File: src/rtl/ps2_frame_rx.sv
// ps2_frame_rx
//   Validating receiver for 11-bit PS/2 device-to-host frames. Each frame is
//   a start bit, 8 data bits LSB first, odd parity and a stop bit. Each good
//   byte is published with a one-cycle strobe and shifted into a 24-bit
//   scan-code history. A frame with a parity or stop error raises a
//   one-cycle error strobe instead.
//
// Parameters
//   TIMEOUT_CYCLES  clk cycles allowed between PS/2 falling edges in a frame
//                   (must be >= 2; only used with PS2_FRAME_TIMEOUT_EN)
//
// Ports
//   clk        in   system clock, rising edge
//   i_sclr     in   asynchronous active-high reset
//   i_en       in   one-cycle strobe per PS/2 clock falling edge
//   i_dat      in   synchronised PS/2 data line, sampled when i_en=1
//   o_data     out  [7:0]  last accepted byte
//   o_valid    out  one-cycle pulse when o_data updates
//   o_err      out  one-cycle pulse on a rejected frame
//   o_busy     out  high while a frame is in progress
//   o_history  out  [23:0] last three accepted bytes, newest in [7:0]
//
// Configuration macro
//   PS2_FRAME_TIMEOUT_EN  when defined, a frame that stalls for
//                         TIMEOUT_CYCLES cycles without an edge is abandoned
//                         with an o_err pulse.

module ps2_frame_rx #(
    parameter int TIMEOUT_CYCLES = 50000
) (
    input  logic        clk,
    input  logic        i_sclr,
    input  logic        i_en,
    input  logic        i_dat,
    output logic [7:0]  o_data,
    output logic        o_valid,
    output logic        o_err,
    output logic        o_busy,
    output logic [23:0] o_history
);

    if (TIMEOUT_CYCLES < 2) begin : g_bad_timeout
        $error("ps2_frame_rx: TIMEOUT_CYCLES must be >= 2");
    end

    typedef enum logic [1:0] {
        IDLE   = 2'd0,
        DATA   = 2'd1,
        PARITY = 2'd2,
        STOP   = 2'd3
    } state_t;

    state_t      state_q, state_d;
    logic [2:0]  cnt_q, cnt_d;
    logic [7:0]  shift_q, shift_d;
    logic        par_q, par_d;
    logic [7:0]  data_q, data_d;
    logic [23:0] hist_q, hist_d;
    logic        valid_q, valid_d;
    logic        err_q, err_d;

    // Odd parity over data + parity bit, and the stop bit must be high.
    function automatic logic frame_ok(input logic [7:0] data,
                                      input logic       par,
                                      input logic       stop);
        return ((^data) ^ par) & stop;
    endfunction

`ifdef PS2_FRAME_TIMEOUT_EN
    localparam int TW = (TIMEOUT_CYCLES > 2) ? $clog2(TIMEOUT_CYCLES) : 1;
    localparam logic [TW-1:0] TMO_LAST = TW'(TIMEOUT_CYCLES - 1);

    logic [TW-1:0] tmo_q, tmo_d;
`endif

    always_comb begin
        state_d = state_q;
        cnt_d   = cnt_q;
        shift_d = shift_q;
        par_d   = par_q;
        data_d  = data_q;
        hist_d  = hist_q;
        valid_d = 1'b0;
        err_d   = 1'b0;

        case (state_q)
            IDLE: begin
                // A high bit on an edge while idle is a spurious edge.
                if (i_en && !i_dat) begin
                    state_d = DATA;
                    cnt_d   = 3'd0;
                end
            end
            DATA: begin
                if (i_en) begin
                    // LSB arrives first, so shift in at the top.
                    shift_d = {i_dat, shift_q[7:1]};
                    cnt_d   = cnt_q + 3'd1;
                    if (cnt_q == 3'd7) begin
                        state_d = PARITY;
                    end
                end
            end
            PARITY: begin
                if (i_en) begin
                    par_d   = i_dat;
                    state_d = STOP;
                end
            end
            STOP: begin
                if (i_en) begin
                    if (frame_ok(shift_q, par_q, i_dat)) begin
                        data_d  = shift_q;
                        hist_d  = {hist_q[15:0], shift_q};
                        valid_d = 1'b1;
                    end else begin
                        err_d = 1'b1;
                    end
                    state_d = IDLE;
                end
            end
            default: state_d = IDLE;
        endcase

`ifdef PS2_FRAME_TIMEOUT_EN
        // The counter measures silence since the last edge; an edge in the
        // expiry cycle takes priority over the timeout.
        tmo_d = '0;
        if (state_q != IDLE && !i_en) begin
            if (tmo_q == TMO_LAST) begin
                state_d = IDLE;
                err_d   = 1'b1;
            end else begin
                tmo_d = tmo_q + 1'b1;
            end
        end
`endif
    end

    always_ff @(posedge clk or posedge i_sclr) begin
        if (i_sclr) begin
            state_q <= IDLE;
            cnt_q   <= 3'd0;
            shift_q <= 8'h00;
            par_q   <= 1'b0;
            data_q  <= 8'h00;
            hist_q  <= 24'h000000;
            valid_q <= 1'b0;
            err_q   <= 1'b0;
        end else begin
            state_q <= state_d;
            cnt_q   <= cnt_d;
            shift_q <= shift_d;
            par_q   <= par_d;
            data_q  <= data_d;
            hist_q  <= hist_d;
            valid_q <= valid_d;
            err_q   <= err_d;
        end
    end

`ifdef PS2_FRAME_TIMEOUT_EN
    always_ff @(posedge clk or posedge i_sclr) begin
        if (i_sclr) begin
            tmo_q <= '0;
        end else begin
            tmo_q <= tmo_d;
        end
    end
`endif

    assign o_data    = data_q;
    assign o_valid   = valid_q;
    assign o_err     = err_q;
    assign o_busy    = (state_q != IDLE);
    assign o_history = hist_q;

endmodule

File: config.mk
export PLATFORM = sky130hd
export DESIGN_NAME = ps2_frame_rx
export DESIGN_NICKNAME = d
export VERILOG_FILES = /design/src/rtl/ps2_frame_rx.sv
export SDC_FILE = /design/constraint.sdc
export NUM_CORES = 1
export LEC_CHECK = 0
export CORE_UTILIZATION = 53
export DETAILED_ROUTE_END_ITERATION = 6
export HOLD_SLACK_MARGIN = 0.02
export PLACE_DENSITY = 0.82
export SKIP_LAST_GASP = 1
export SYNTH_ARGS = -nofsm -noshare
export SYNTH_HDL_FRONTEND = slang
export SYNTH_SLANG_ARGS = --single-unit
File: constraint.sdc
create_clock -name clk -period 4.79 [get_ports clk]
set_input_delay 1.437 -clock clk [delete_from_list [all_inputs] [get_ports clk]]
set_output_delay 1.437 -clock clk [all_outputs]
set_load 0.005 [all_outputs]
==> results.json <==
{
  "pwr_density_cell_mw_per_mm2": 605,
  "ios": 39,
  "period_share": 0.646,
  "insertion_delay_ns": 0.33,
  "crit_path_start_kind": "flip-flop",
  "max_freq_ghz": 0.323,
  "cts_setup_buffers": 0,
  "rsz0062_at_grt": "no",
  "synth_most_common_cell": "dfrtp_1",
  "p_int_uw": 927,
  "maxCapViolations": 0,
  "finalCriticalPeriod_ns": 3.09,
  "fin_util": 0.708,
  "rows": 20,
  "die_w_um": 60.2,
  "cts_htree_levels": 2,
  "peakVddDrop_uv": 356,
  "place.gp.congestion": 0.751,
  "synth_area_leaders": "dfrtp_1 56%, mux2_2 21%, ha_1 4.2%, buf_4 3.3%, buf_8 1.7%",
  "drc_errors": 0,
  "slew_headroom": 0.430,
  "p_leak_nw": 1.08,
  "rrSetupSlack_ns": 2.48,
  "p_clk_frac": 0.110,
  "wl_per_cell_um": 13.2,
  "worst-slew-pin-transition_ns": 0.836,
  "seq_area_mm2": 0.00100,
  "dp_cells": 195,
  "finalPower_mw": 1.34,
  "seqPwrFrac": 0.410,
  "synth_seq_cells": 40,
  "status": "completed",
  "drt-total-wl_um": 2670,
  "first_global_vias": 973,
  "critPathCaptureType": "output port",
  "start_util": 0.573,
  "setup_viol_count_final": 0,
  "yosys-top-cells-count": "40 x dfrtp_1, 33 x mux2_2, 8 x buf_4, 6 x ha_1, 6 x inv_1",
  "dieArea_mm2": 0.00362,
  "clock_path_buffers": 2,
  "yosys.cell_types.count": 24,
  "switching_power_uw": 414,
  "stdcell_count": 203,
  "cts.sinks": 40,
  "via_per_inst": 5.11,
  "hold_buffers": 0,
  "grt_max_degree": 33,
  "syn-num-nets": 133,
  "ys.warnings.count": 0,
  "fin_skew_ns": 0.00839,
  "n_antenna_cell": 0,
  "pwr-share-comb": 0.480,
  "vias": 1038,
  "fp.dieH_um": 60.2,
  "core_area_mm2": 0.00313,
  "grt_usage": 0.175,
  "multiInputGateArea_um2": 676,
  "synth_top_flop_cell": "dfrtp_1",
  "syn_avg_cell_area_um2": 14.6,
  "drt_iter0_markers": 5,
  "portBuffers": 38,
  "nets": 169,
  "synth-edff-count": 0,
  "synth_top_area_frac": 0.558,
  "cts.clk_slew.worst_paths_ns": 0.10,
  "cts-buffers-inserted": 5,
  "synth_area_leader_cell": "dfrtp_1",
  "critical_path_class": "flip-flop to output port",
  "hold_viol": 0,
  "ys_seq_area_frac": 0.558,
  "crit_path_max_fanout": 5,
  "synthCells": 123,
  "maxSlewViolCount": 0,
  "hold-worst-slack_ns": 0.512,
  "ant_nets": 0,
  "cts_resized": 0,
  "drive_gt1_frac": 0.277,
  "first_pass_iters": 2,
  "syn_to_final_growth_pct": 23.6,
  "async_flop_share": 1.00,
  "cts_tree": "yes",
  "critPathRequiredTime_ns": 3.35,
  "overflow": 0,
  "power_switching_share": 0.309,
  "grt_pass1_wl_um": 4500,
  "synth_area_mm2": 0.00179,
  "num-fill-cells": 224,
  "hold_class": "flip-flop to flip-flop",
  "fin_tns_setup_ns": 0,
  "antenna_found_initial": 0,
  "crit_arrival_ns": 1.66,
  "root_buffer": "clkbuf_4"
}
## final cells by class
class | instances | share of cell area
Sequential cell | 40 | 0.452
Multi-Input combinational cell | 66 | 0.305
Clock inverter | 1 | 0.00226
Tap cell | 44 | 0.0248
Clock buffer | 6 | 0.0186
Inverter | 6 | 0.0102
Timing Repair Buffer | 40 | 0.187
## kinds of logic (layout without fill, tap and decap cells)
| group | Yosys count | after routing | share of synthesized area |
|---|---|---|---|
| DFF | 40 | 40 | 0.558 |
| and+or+nand+nor | 9 | 9 | 0.0209 |
| buffers and inverters | 17 | 53 | 0.0649 |
| muxes | 35 | 35 | 0.226 |
| adders and majority gates | 6 | 6 | 0.0419 |
| AOI/OAI and AO/OA | 10 | 10 | 0.0419 |
| xor gates and xnor gates | 6 | 6 | 0.0461 |
## cell usage in the layout (no fill, tap or decap)
cell and count:
a21bo_2 1, a21oi_1 2, a22o_1 2, buf_16 1, buf_4 1, clkbuf_1 1, clkbuf_4 5, clkdlybuf4s50_1 38
clkinv_2 1, dfrtp_1 40, ha_1 6, inv_1 6, mux2_1 1, mux2_2 33, mux2i_4 1, nand2_1 4
nand3_1 1, nor2_1 3, nor2b_1 1, o211a_1 1, o211ai_1 1, o21ai_0 2, o32a_1 1, xnor2_1 2
xnor3_2 1, xor2_1 2, xor3_1 1
## power groups by stage
stage          combinational, mW  sequential, mW  clock (mW)
2_1_floorplan              0.443           0.546           0
3_3_place_gp               0.626           0.550           0
3_5_place_dp               0.648           0.561           0
4_1_cts                    0.651           0.553       0.156
5_1_grt                    0.704           0.570       0.167
6_report                   0.644           0.549       0.148
## sequential cells by signal, summed over array words and instances, names as in the netlist
register and cells:
par_q 1, o_history 17, o_err 1, o_data 7
cnt_q 3, shift_q 8, state_q 2, o_valid 1
## metal layers
layer,wire length [µm],up-vias,global-route usage
met5,0,-,0
met3,122,4,0.0584
li1,-,490,-
met4,24,0,0.0498
met1,1100,520,0.216
met2,1430,24,0.292
## path summary, 6_finish.rpt
path                                 end          start  depth (start not counted)
hold reg to reg            o_history[19]  o_history[19]                          1
hold / removal             o_history[19]  o_history[19]                          1
setup reg to reg           o_history[21]     shift_q[7]                          4
setup / recovery                  o_busy     state_q[0]                          4
max in group asynchronous  o_history[13]         i_sclr                          3
min in group asynchronous  o_history[16]         i_sclr                          2
## worst max-delay path, cell delays in order (launching register included)
cell             delay [ns]
dfrtp_1                0.41
inv_1                  0.08
ha_1                   0.25
inv_1                  0.09
clkdlybuf4s50_1        0.50
## per-stage QoR
step / worst slack, ns / area, µm²
2_1_floorplan: 2.12 / 1790
3_3_place_gp: 1.38 / 2140
3_5_place_dp: 1.31 / 2140
4_1_cts: 1.66 / 2190
5_1_grt: 1.56 / 2220
6_report: 1.70 / 2220
Note: power is estimated with default switching activity, not from simulation.
